--- config.mk ---
export PLATFORM = sky130hd
export DESIGN_NAME = multi_debouncer
export DESIGN_NICKNAME = d
export VERILOG_FILES = /design/src/rtl/elevator_pkg.sv /design/src/rtl/debounce_channel.sv /design/src/rtl/multi_debouncer.sv
export SDC_FILE = /design/constraint.sdc
export NUM_CORES = 1
export LEC_CHECK = 0
export BUFFER_PORTS_ARGS = -buffer_cell sky130_fd_sc_hd__buf_2
export CAP_MARGIN = 20
export CORE_ASPECT_RATIO = 1.25
export CORE_UTILIZATION = 59
export CTS_BUF_LIST = sky130_fd_sc_hd__clkbuf_8
export DETAILED_ROUTE_END_ITERATION = 12
export PLACE_DENSITY = 0.81
export SLEW_MARGIN = 30
export SYNTH_ARGS = -nofsm -noshare
export SYNTH_HDL_FRONTEND = slang
export SYNTH_SLANG_ARGS = --single-unit
--- constraint.sdc ---
create_clock -name clk -period 2.05 [get_ports clk]
set_clock_uncertainty 0.15 [all_clocks]
set_input_delay 0.41 -clock clk [delete_from_list [all_inputs] [get_ports clk]]
set_output_delay 0.41 -clock clk [all_outputs]
set_load 0.1 [all_outputs]
--- src/rtl/elevator_pkg.sv ---
// Shared elevator-controller constants used to size and tune the button front end.
package elevator_pkg;

   localparam int N_BUTTONS               = 4;
   localparam int DEBOUNCE_STABLE_DEFAULT = 8;

endpackage : elevator_pkg

--- src/rtl/debounce_channel.sv ---
// One button channel: two-flop synchroniser, stability counter, clean level and edge pulses.
module debounce_channel #(
   parameter int STABLE_CYCLES = 8,
   parameter int CNT_W         = $clog2(STABLE_CYCLES + 1)
) (
   input  logic clk,
   input  logic rst,
   input  logic noisy_in,
   input  logic sample_en,
   output logic clean_level,
   output logic rise_pulse,
   output logic fall_pulse,
   output logic rise_next
);

   localparam logic [CNT_W-1:0] CNT_LAST = CNT_W'(STABLE_CYCLES - 1);

   logic             s1_q, s1_d;
   logic             s2_q, s2_d;
   logic [CNT_W-1:0] cnt_q, cnt_d;
   logic             level_q, level_d;
   logic             rise_q, rise_d;
   logic             fall_q, fall_d;

   always_comb begin
      s1_d    = noisy_in;
      s2_d    = s1_q;
      cnt_d   = cnt_q;
      level_d = level_q;
      rise_d  = 1'b0;
      fall_d  = 1'b0;
      // Any sample matching the clean level restarts the window, qualified or not.
      if (s2_q == level_q) begin
         cnt_d = '0;
      end else if (sample_en) begin
         if (cnt_q == CNT_LAST) begin
            level_d = s2_q;
            cnt_d   = '0;
            rise_d  = s2_q;
            fall_d  = ~s2_q;
         end else begin
            cnt_d = cnt_q + CNT_W'(1);
         end
      end
   end

   always_ff @(posedge clk or posedge rst) begin
      if (rst) begin
         s1_q    <= 1'b0;
         s2_q    <= 1'b0;
         cnt_q   <= '0;
         level_q <= 1'b0;
         rise_q  <= 1'b0;
         fall_q  <= 1'b0;
      end else begin
         s1_q    <= s1_d;
         s2_q    <= s2_d;
         cnt_q   <= cnt_d;
         level_q <= level_d;
         rise_q  <= rise_d;
         fall_q  <= fall_d;
      end
   end

   assign clean_level = level_q;
   assign rise_pulse  = rise_q;
   assign fall_pulse  = fall_q;
   assign rise_next   = rise_d;

endmodule : debounce_channel

--- src/rtl/multi_debouncer.sv ---
// N-channel call-button conditioner; any_rise is registered alongside the per-channel pulses.
module multi_debouncer
   import elevator_pkg::*;
#(
   parameter int N_CH          = N_BUTTONS,
   parameter int STABLE_CYCLES = DEBOUNCE_STABLE_DEFAULT,
   parameter int CNT_W         = $clog2(STABLE_CYCLES + 1)
) (
   input  logic            clk,
   input  logic            rst,
   input  logic [N_CH-1:0] noisy_in,
   input  logic            sample_en,
   output logic [N_CH-1:0] clean_level,
   output logic [N_CH-1:0] rise_pulse,
   output logic [N_CH-1:0] fall_pulse,
   output logic            any_rise
);

   logic [N_CH-1:0] rise_next;
   logic            any_rise_q, any_rise_d;

   for (genvar i = 0; i < N_CH; i++) begin : g_ch
      debounce_channel #(
         .STABLE_CYCLES (STABLE_CYCLES),
         .CNT_W         (CNT_W)
      ) u_ch (
         .clk         (clk),
         .rst         (rst),
         .noisy_in    (noisy_in[i]),
         .sample_en   (sample_en),
         .clean_level (clean_level[i]),
         .rise_pulse  (rise_pulse[i]),
         .fall_pulse  (fall_pulse[i]),
         .rise_next   (rise_next[i])
      );
   end

   // OR the next-state pulses so any_rise lands in the same cycle as rise_pulse.
   always_comb begin
      any_rise_d = |rise_next;
   end

   always_ff @(posedge clk or posedge rst) begin
      if (rst) begin
         any_rise_q <= 1'b0;
      end else begin
         any_rise_q <= any_rise_d;
      end
   end

   assign any_rise = any_rise_q;

endmodule : multi_debouncer

-- After elaboration in Yosys (flattened, before gate mapping)
Cells that the tools add are included.
- register bits: 37
- input port bits: 7
- output and inout bits: 13
- logic and storage cells: 90
- add/subtract/negate cells: 4
- equality and inequality tests: 8
- muxes and demuxes: 36
- bitwise operators: 8
- reductions and logical operators: 9
- operators with widths (kind ; count):
    two-way mux 4 bit ; 12
    two-way mux 1 bit ; 24
    adder 4 x 1 -> 4 bit (second input constant) ; 4
    == test 4 x 3 -> 1 bit (second input constant) ; 4
    AND reduction 3 bit ; 4
    inverter 1 bit ; 8
    nonzero test 2 bit ; 4
    == test 1 bit ; 4
    OR reduction 4 bit ; 1

-- Longest topological paths before layout
Gate-level depths: netlist of the first run.
- word-level depth: 5
- depth in mapped cells: 5
- mapped depth without buffers: 4

-- By module
Synthesis of the first run repeated with hierarchy kept, for this count alone.
- cell total of the unflattened synthesis: 119
- area, all modules: 1502.7 um^2
- modules (own cells, without submodules) (module ; instances ; cells an instance ; area each (um^2) ; sequential area each (um^2)):
    debounce_channel ; 4 ; 29 ; 366.6 ; 225.2
    multi_debouncer ; 1 ; 3 ; 36.3 ; 25.0

-- Worst setup path after synthesis of the first run
Ideal clock, no wire load.
- path kind: flip-flop to flip-flop
- start point: register g_ch[2].u_ch.cnt_q[0]
- end point: register any_rise_q (netlist: any_rise)
- library setup time: 0.139 ns
- arrival time: 1.312 ns
- required time: 1.761 ns
- path slack: 0.449 ns
- cell stages (with the launch flop): 5
- buffers on the path: 0
- clock period less this slack: 1.601 ns
- cells stage by stage: dfrtp_1 -> ha_1 -> nand4b_1 -> nor3b_1 -> or4_1
- cells in the longest elaborated chain, start to end: 5
- ends and longest elaborated chain (what ; RTL line ; source):
    start, declared ; debounce_channel.sv:20 ; logic [CNT_W-1:0] cnt_q, cnt_d;
    start signal, assigned ; debounce_channel.sv:58 ; cnt_q <= cnt_d;
    == test 4 x 3 -> 1 bit ; debounce_channel.sv:36 ; if (cnt_q == CNT_LAST) begin
    two-way mux 1 bit ; debounce_channel.sv:36 ;
    two-way mux 1 bit ; debounce_channel.sv:35 ; end else if (sample_en) begin
    two-way mux 1 bit ; debounce_channel.sv:33 ; if (s2_q == level_q) begin
    via g_ch[2].u_ch.rise_next ; debounce_channel.sv:13 ; output logic rise_next
    OR reduction 4 bit ; multi_debouncer.sv:40 ; any_rise_d = |rise_next;
    via any_rise_d ; multi_debouncer.sv:20 ; logic any_rise_q, any_rise_d;
    end signal, assigned ; multi_debouncer.sv:47 ; any_rise_q <= any_rise_d;
    end, declared ; multi_debouncer.sv:20 ;
The timed path passes the listed nets, and every way through them passes these cells.
A chain may end at the register's enable or synchronous reset.

-- Worst setup path in the final report of the first run
- start point: register g_ch[2].u_ch.level_q
- end point: output port clean_level[2]
- RTL lines (what ; RTL line ; source):
    start, declared ; debounce_channel.sv:21 ; logic level_q, level_d;
    start signal, assigned ; debounce_channel.sv:59 ; level_q <= level_d;
    end, declared ; multi_debouncer.sv:13 ; output logic [N_CH-1:0] clean_level,
No word-level cell between the ends.

==> flow_summary.toml, run 1 <==
[yosys]
post-synth-top-count-cell = "dfrtp_1"
async_flop_share = 1.000
yosysSeqAreaShare = 0.5827
mapped_area_mm2 = 0.001589
synth.avg_cell_area_um2 = 12.22
syn_inst = 130
top_cell_type_by_total_area_after_synthesis = "dfrtp_1"
synth_cell_types = 22
synth.net_count = 141
synth_warnings = 0
ys_top_cells_by_count = "37 x dfrtp_1, 13 x buf_4, 9 x nand2_1"
synth_edf_count = 0
netlist.area_leader.share = 0.5827
ys_top_cells_by_area = "dfrtp_1 58%, buf_4 6.1%, nor3b_1 3.8%"
synth.ff_latch_count = 37
synth_flop_cell = "dfrtp_1"

[setup_path]
worst-path-max-fanout = 5
crit_path_start_kind = "register"
timing.critical_path.slowest_cell_delay_ns = 0.46
critical_path.cell_chain = "buf_2"
setup.worst_path.end_class = "output pin"
worstSetupPathType = "register to output pin"
worstPathArrival_ns = 1.17
cp.required_ns = 1.49
cp.buffers_inverters = 1
category_of_cells_accounting_for_the_largest_share_of_critical_path_delay = "buffers and inverters"
critical_path.slowest_cell = "buf_2"

[clock_network]
cts.root.buffer_cell = "clkbuf_8"
cts_tree = "done"
cts_sinks = 37
clockBufferDepth = 2
clk_pin_slew_ns = 0.07
clock_tree.htree_level_count = 2
insertion_delay_ns = 0.29
post-cts-setup-buffer-count = 0
post_cts_hold_buffer_count = 0
cts_repair_resize_count = 0
cts_inserted_buffers = 5

[place]
placement.io_buffers = 19
detailed_place.area_mm2 = 0.001624
finalWeightedCongestion = 0.7848
hpwlAfterDp_mm = 1.508
place_worst_setup_slack_ns = 0.3196

[floorplan]
core-area_mm2 = 0.002502
area_enclosed_by_the_die_boundary_mm2 = 0.002906
die_h_um = 60.02
ios = 20
initial_core_util = 0.6350
floorplan.rows = 20
die_width_um = 48.42

[timing]
timing_max_transition_violations_final = 0
finalHoldViolations = 0
setup_tns_ns = 0
worst_slack_ns = 0.3233
timing.hold.ws_ns = 0.05984
grt_setup_unrepaired = "no"
period_needed_ns = 1.727
rel_slew_slack = 0.6766
fmax_mhz = 579.1
final_min_period_over_clock_period = 0.8423
report.final.setup_viol = 0
max_slew.worst_pin.slew_ns = 0.4884

[pwr]
ir_worst_vdd_mv = 0.5235
power.static_leakage_nw = 0.8311
power_density_mw_per_mm2 = 803.0

[cells_and_area]
syn2layout_area_growth_pct = 8.582
fin_nets = 154
finish.instance_area_mm2 = 0.001725
antenna_cells = 0
layout.filler_cells = 201
drive_gt1_frac = 0.2361

[routing]
drt_pass1_iterations = 4
antenna_left = 0
totalWireLength_mm = 2.276
num_vias = 951
drt-vias-per-instance = 5.373
routedWlPerCell_um = 12.86
detail_route.drc_violations = 0
drt_iter0_drc = 30

[global_routing]
globalRouteTotalUtil = 0.2007
first_global_vias = 965
largest_net_degree_at_the_start_of_global_routing = 38
antenna_found_initial = 0
grt_remaining_overflow = 0
grt_first_pass_wirelength_mm = 4.167

[status]
status = "finished, final reports clean"

[hold_path]
holdCritPathClass = "primary input to async pin"

[job]
max_cap_violations = 0
## stage by stage
| stage | power [mW] | utilization | cells |
|---|---|---|---|
| after global routing | 1.447 | 0.6895 | 177 |
| after detailed placement | 0.8558 | 0.6490 | 169 |
| after global placement | 0.8504 | 0.6490 | 169 |
| after CTS | 1.403 | 0.6895 | 177 |
| after floorplan | 0.8358 | - | 130 |
| final | 1.385 | 0.6895 | 177 |
## logic make-up (layout without fill, tap and decap cells)
kind of cell / Yosys count / after routing / share of synthesized area
and+or+nand+nor: 49 / 49 / 0.1842
DFF: 37 / 37 / 0.5827
buffers and inverters: 15 / 29 / 0.07086
AOI/OAI and AO/OA: 9 / 9 / 0.03307
xor gates and xnor gates: 8 / 8 / 0.04409
muxes: 8 / 8 / 0.05354
adders and majority gates: 4 / 4 / 0.03150
## report_power, final
| group | switching (mW) | total (mW) | leakage [nW] | internal (mW) |
|---|---|---|---|---|
| Clock | 0.241 | 0.544 | 0.0542 | 0.303 |
| Sequential | 0.0178 | 0.768 | 0.493 | 0.751 |
| Combinational | 0.0445 | 0.0726 | 0.284 | 0.0281 |
| Total | 0.303 | 1.39 | 0.831 | 1.08 |
## registers in the layout, summed over array words and instances, names as in the netlist
register	flops
any_rise	1
g_ch.u_ch.clean_level	4
g_ch.u_ch.cnt_q	16
g_ch.u_ch.fall_pulse	4
g_ch.u_ch.rise_pulse	4
g_ch.u_ch.s1_q	4
g_ch.u_ch.s2_q	4
## worst paths after layout
check | from | depth (start not counted) | to | slack, ns
max | g_ch[2].u_ch.clean_level | 1 | clean_level[2] | 0.32
min | rst | 3 | g_ch[3].u_ch.clean_level | 0.06
max reg2reg | g_ch[2].u_ch.cnt_q[0] | 4 | any_rise | 0.34
min reg2reg | g_ch[2].u_ch.s1_q | 0 | g_ch[2].u_ch.s2_q | 0.20
max in group asynchronous | rst | 3 | g_ch[3].u_ch.fall_pulse | 1.38
min in group clk | noisy_in[1] | 1 | g_ch[1].u_ch.s1_q | 0.07
## layout make-up
class,instances,area [µm²],share of cell area
multi-input combinational,78,550.5,0.3191
timing repair buffer,20,102.6,0.05946
tap,33,41.29,0.02393
clock inverter,1,5.005,0.002901
inverter,1,3.754,0.002175
sequential,37,925.9,0.5366
clock buffer,7,96.34,0.05584
## cell usage in the layout, fill, tap and decap left out, types with 6 or more instances in the layout
cell type   n
buf_2      19
dfrtp_1    37
a21oi_1     6
nor3b_1     8
clkbuf_8    7
nor2_1      8
nand3b_1    6
nand2_1     9
## routing by layer
layer,vias to the layer above,share of wire,GRT usage
met5,-,0,0
met1,463,0.42,0.2128
li1,464,-,-
met2,21,0.52,0.3602
met3,3,0.043,0.07634
met4,0,0.012,0.08824
(Power assumes the default switching activity.)
==> inputs of run 2 (changes only) <==
Clock period 2.05 ns to 1.7 ns, I/O delays scaled along.
==> run 2 against run 1 <==
  * The run now ends with hold timing left
  * Die area stayed put
  * Routed wire length is 3.5% higher
  * Critical path depth stayed put
  * Critical path type unchanged
  * Non-clock buffer count is 8 higher
  * Highest routed layer unchanged
  * Combinational power is 34% higher
  * Register-to-register slack worse by 0.24 ns
  * Global-route usage is 0.14 points lower
==> flow_summary.toml, run 2 (synthesis results as in run 1) <==
[cells_and_area]
most-common-layout-cells = "37 x dfrtp_1, 18 x buf_2, 9 x nand2_1"
syn2layout_area_growth_pct = 12.28
largest_register_by_flop_count = "g_ch.u_ch.cnt_q"
drive_gt1_frac = 0.2566
largest_register_ff_count = 16
antenna_cells = 0
fin_nets = 162
layout.cells.most_common = "dfrtp_1"

[pwr]
clkPwrFrac = 0.359
netSwitchingFraction = 0.2328
power_density_mw_per_mm2 = 894.7
report.power.total_mw = 1.596
power.share.sequential = 0.580
ir_worst_vdd_mv = 0.6820
power.static_leakage_nw = 0.8541
combinationalPowerShare = 0.061
switching_power_uw = 371.7
cell_internal_pwr_mw = 1.225

[place]
finalWeightedCongestion = 0.7796
placement.io_buffers = 19
hpwlAfterDp_mm = 1.588

[timing]
rel_slew_slack = 0.6728
grt_setup_unrepaired = "no"
timing_max_transition_violations_final = 0
final_min_period_over_clock_period = 0.9705
finalHoldViolations = 22
report.final.setup_viol = 0
max_slew.worst_pin.slew_ns = 0.4942
fmax_mhz = 606.1
timing.hold.ws_ns = -0.006655
setup_tns_ns = 0
period_needed_ns = 1.650

[global_routing]
antenna_found_initial = 0
globalRouteTotalUtil = 0.1993
grt_remaining_overflow = 0
first_global_vias = 981
largest_net_degree_at_the_start_of_global_routing = 38
grt_first_pass_wirelength_mm = 4.071

[setup_path]
critical_path.cell_chain = "buf_2"
worstSetupPathType = "register to output pin"
timing.critical_path.slowest_cell_delay_ns = 0.46
category_of_cells_accounting_for_the_largest_share_of_critical_path_delay = "buffers and inverters"
cp.depth = 1
crit_path_start_kind = "register"
reg2reg_depth = 4
setup.worst_path.end_class = "output pin"
cp.buffers_inverters = 1
cp.required_ns = 1.21
worst-path-max-fanout = 5
critical_path.slowest_cell = "buf_2"
worstPathArrival_ns = 1.16

[floorplan]
floorplan.rows = 20
ios = 20
initial_core_util = 0.6350
die_width_um = 48.42
core-area_mm2 = 0.002502
area_enclosed_by_the_die_boundary_mm2 = 0.002906
die_h_um = 60.02

[routing]
detail_route.drc_violations = 0
num_vias = 983
antenna_left = 0
drt-vias-per-instance = 5.314
totalWireLength_mm = 2.355
routedWlPerCell_um = 12.73
drt_pass1_iterations = 2
drt_iter0_drc = 4

[clock_network]
clk_pin_slew_ns = 0.07
clock_tree.htree_level_count = 2
cts_tree = "done"
cts_sinks = 37
cts_inserted_buffers = 5
clockBufferDepth = 2
cts.root.buffer_cell = "clkbuf_8"
insertion_delay_ns = 0.29

[status]
failed_checks = "hold timing"
status = "complete, but fails checks"

[hold_path]
holdCritPathClass = "primary input to async pin"

[job]
max_cap_violations = 0
run 2: cell count changes in the layout (fill, tap and decap cells not counted), sizes merged:
| cell | before | now |
|---|---|---|
| clkbuf | 7 | 6 |
| dlygate4sd3 | 0 | 4 |
| clkinv | 1 | 2 |
| inv | 1 | 2 |
| buf | 20 | 23 |
run 2: what timing repair did:
| action | CTS | global route |
|---|---|---|
| hold buffers | 4 | 0 |
| setup endpoints to repair | 0 | 2 |
| setup buffers | 0 | 0 |
| endpoints found under the hold margin | 4 | 0 |
| gates resized for setup | 0 | 3 |
run 2: power by group through the flow:
stage | clock network, mW | logic, mW | registers [mW]
floorplan | 0 | 0.0701 | 0.938
global placement | 0 | 0.0866 | 0.940
detailed placement | 0 | 0.0915 | 0.943
CTS | 0.599 | 0.0993 | 0.926
global route | 0.624 | 0.111 | 0.930
finish | 0.573 | 0.0971 | 0.926
run 2: layout make-up:
| class | instances | area (µm²) |
|---|---|---|
| clock buffers | 5 | 68.82 |
| clock inverters | 3 | 13.76 |
| fillers | 187 | 718.2 |
| inverters | 1 | 3.754 |
| multi-input cells | 78 | 555.5 |
| flip-flops and latches | 37 | 925.9 |
| well taps | 33 | 41.29 |
| repair buffers | 28 | 175.2 |
run 2: path summary, 6_finish.rpt:
kind / endpoint / startpoint / slack (ns)
max in group asynchronous: g_ch[0].u_ch.s2_q / rst / 1.09
min: g_ch[3].u_ch.rise_pulse / rst / -0.007
min reg2reg: g_ch[3].u_ch.s2_q / g_ch[3].u_ch.s1_q / 0.20
min in group clk: g_ch[3].u_ch.s2_q / g_ch[3].u_ch.s1_q / 0.20
max reg2reg: any_rise / g_ch[1].u_ch.cnt_q[0] / 0.10
max: clean_level[3] / g_ch[3].u_ch.clean_level / 0.05
run 2: routing by layer:
| metal | share of wire | vias to the layer above | routed length, µm | global-route usage |
|---|---|---|---|---|
| li1 | - | 480 | - | - |
| met2 | 0.52 | 18 | 1224 | 0.3581 |
| met4 | 0.028 | 0 | 66 | 0.1513 |
| met1 | 0.41 | 478 | 971 | 0.1952 |
| met3 | 0.039 | 7 | 93 | 0.06107 |
| met5 | 0 | - | 0 | 0 |
run 2: metrics by stage:
| stage | cell area, µm² | util | cells | setup slack [ns] |
|---|---|---|---|---|
| floorplan | 1589 | - | 130 | 0.09933 |
| global placement | 1654 | 0.6610 | 173 | 0.09970 |
| detailed placement | 1654 | 0.6610 | 173 | 0.06218 |
| CTS | 1777 | 0.7100 | 185 | 0.03934 |
| global route | 1784 | 0.7130 | 185 | 0.003374 |
| finish | 1784 | 0.7130 | 185 | 0.05018 |
==> inputs of run 3 (changes only) <==
Settings changed: CAP_MARGIN 20 to not set, CORE_UTILIZATION 59 to 53, PLACE_DENSITY 0.81 to 0.77.
Clock period 1.7 ns to 1.5 ns, I/O delays scaled along.
==> run 3 against run 2 <==
  * The flow finishes with violations (setup timing)
  * Clock-buffer cell count is 2 higher
  * Die area is 11% higher
  * Total power is 21% higher
  * Combinational power up 59%
  * First-iteration DRC count grew to 3.0 times the previous value
  * Largest power group unchanged
  * Register-to-register slack got worse by 0.18 ns
  * Via count up 6.4%
  * Worst hold slack improved by 0.21 ns
  * Core utilization increased by 3.8 points
  * Critical path type is now register to register
  * Critical path depth is 3 higher
  * Critical endpoint is now any_rise
==> flow_summary.toml, run 3 (synthesis results as in run 1) <==
[pwr]
netSwitchingFraction = 0.2140
combinationalPowerShare = 0.080
ir_worst_vdd_mv = 0.8649
power.share.sequential = 0.542
power.static_leakage_nw = 0.9635
switching_power_uw = 413.3
report.power.total_mw = 1.932
clkPwrFrac = 0.378
cell_internal_pwr_mw = 1.518
power_density_mw_per_mm2 = 932.2

[cells_and_area]
fin_nets = 178
layout.cells.most_common = "dfrtp_1"
most-common-layout-cells = "37 x dfrtp_1, 21 x buf_4, 9 x nand2_1, 9 x buf_12"
antenna_cells = 0
drive_gt1_frac = 0.3393
largest_register_by_flop_count = "g_ch.u_ch.cnt_q"
syn2layout_area_growth_pct = 30.39
stdcell_count = 202
finish.instance_area_mm2 = 0.002072
largest_register_ff_count = 16

[timing]
worst_slack_ns = -0.07624
fmax_mhz = 634.4
max_slew.worst_pin.slew_ns = 0.4871
final_min_period_over_clock_period = 1.051
rel_slew_slack = 0.6775
period_needed_ns = 1.576
report.final.setup_viol = 1
timing_max_transition_violations_final = 0
finalHoldViolations = 0
grt_setup_unrepaired = "yes"
timing.hold.ws_ns = 0.2021
setup_tns_ns = -0.07624

[clock_network]
cts_tree = "done"
cts.root.buffer_cell = "clkbuf_8"
cts_inserted_buffers = 5
clk_pin_slew_ns = 0.07
clock_tree.htree_level_count = 2
cts_sinks = 37
insertion_delay_ns = 0.29
clockBufferDepth = 2

[place]
placement.io_buffers = 19
finalWeightedCongestion = 0.7585
hpwlAfterDp_mm = 1.944
place.detailed.instances = 187
detailed_place.area_mm2 = 0.001901

[setup_path]
worstSetupPathType = "register to register"
cp.required_ns = 1.50
rr_startpoint = "g_ch[1].u_ch.cnt_q[1]"
crit_path_start_kind = "register"
worstSetupStartpoint = "g_ch[1].u_ch.cnt_q[1]"
worstPathArrival_ns = 1.58
worst-path-max-fanout = 2
worst-r2r-setup-slack_ns = -0.08
reg2reg_depth = 4
setup.worst_path.end_class = "register"
worst_r2r_endpoint = "any_rise"

[global_routing]
antenna_found_initial = 0
largest_net_degree_at_the_start_of_global_routing = 38
grt_first_pass_wirelength_mm = 4.478
grt_remaining_overflow = 0
globalRouteTotalUtil = 0.1956
first_global_vias = 1053

[routing]
drt-vias-per-instance = 5.178
drt_pass1_iterations = 4
routed.top_layer = "met4"
num_vias = 1046
route.layer.met1.wl_mm = 1.081
totalWireLength_mm = 2.624
route.met3.wl_um = 110
routedWlPerCell_um = 12.99
detail_route.drc_violations = 0
route.met2.wl_mm = 1.374
antenna_left = 0
drt_iter0_drc = 12

[floorplan]
floorplan.rows = 21
initial_core_util = 0.5760
ios = 20
core-area_mm2 = 0.002759
die_width_um = 50.98
die_h_um = 63.22
area_enclosed_by_the_die_boundary_mm2 = 0.003223

[status]
failed_checks = "setup timing"
status = "complete, but fails checks"

[hold_path]
min_delay_worst_endpoint = "g_ch[3].u_ch.s2_q"
holdPathStages = 0
holdCritPathClass = "register to register"
min-delay-start = "g_ch[3].u_ch.s1_q"

[job]
max_cap_violations = 0
==> run 3: cell count changes in the layout (fill, tap and decap cells not counted) <==
cell	delta
ha_2	+1
clkinv_2	-1
buf_12	+9
ha_1	-1
inv_1	-1
nor3b_2	+1
nor3b_1	-1
buf_2	-10
dlygate4sd3_1	+1
buf_4	+16
clkbuf_8	+2
==> run 3: critical path, cell delays in order (launching register included) <==
cell      delay (ns)
dfrtp_1         0.40
ha_2            0.19
nand4b_1        0.11
nor3b_1         0.07
or4_1           0.52
==> run 3: power by group through the flow <==
stage / logic (mW) / registers, mW / clock network [mW]
after floorplan: 0.0802 / 1.06 / 0
after global placement: 0.131 / 1.06 / 0
after detailed placement: 0.140 / 1.07 / 0
after CTS: 0.150 / 1.05 / 0.750
after global routing: 0.173 / 1.05 / 0.793
final: 0.154 / 1.05 / 0.731
==> run 3: metrics by stage <==
stage	util	setup slack, ns
after floorplan	-	-0.04876
after global placement	0.6889	-0.004717
after detailed placement	0.6889	-0.07612
after CTS	0.7447	-0.08423
after global routing	0.7510	-0.1417
final	0.7510	-0.07624
==> run 3: cell type report <==
cell class | count | area, µm²
Tap cell | 34 | 42.54
Inverter | 1 | 3.754
Timing Repair Buffer | 44 | 435.4
Multi-Input combinational cell | 78 | 563.0
Clock inverter | 1 | 5.005
Clock buffer | 7 | 96.34
Sequential cell | 37 | 925.9
Fill cell | 192 | 686.9
==> run 3: repair_timing <==
action | CTS | global route
cloned | 0 | 0
endpoints found under the hold margin | 41 | 0
hold buffers | 5 | 0
pin swaps | 1 | 0
buffers inserted | 0 | 2
setup endpoints to repair | 2 | 3
gates resized for setup | 1 | 1
==> run 3: worst max path at each step <==
stage,endpoint
floorplan,any_rise
global placement,any_rise
detailed placement,any_rise
CTS,any_rise
global route,any_rise
finish,any_rise
==> run 3: routing by layer <==
| layer | track usage | vias up |
|---|---|---|
| li1 | - | 514 |
| met1 | 0.2000 | 505 |
| met2 | 0.3454 | 21 |
| met3 | 0.06522 | 6 |
| met4 | 0.09375 | 0 |
| met5 | 0 | - |
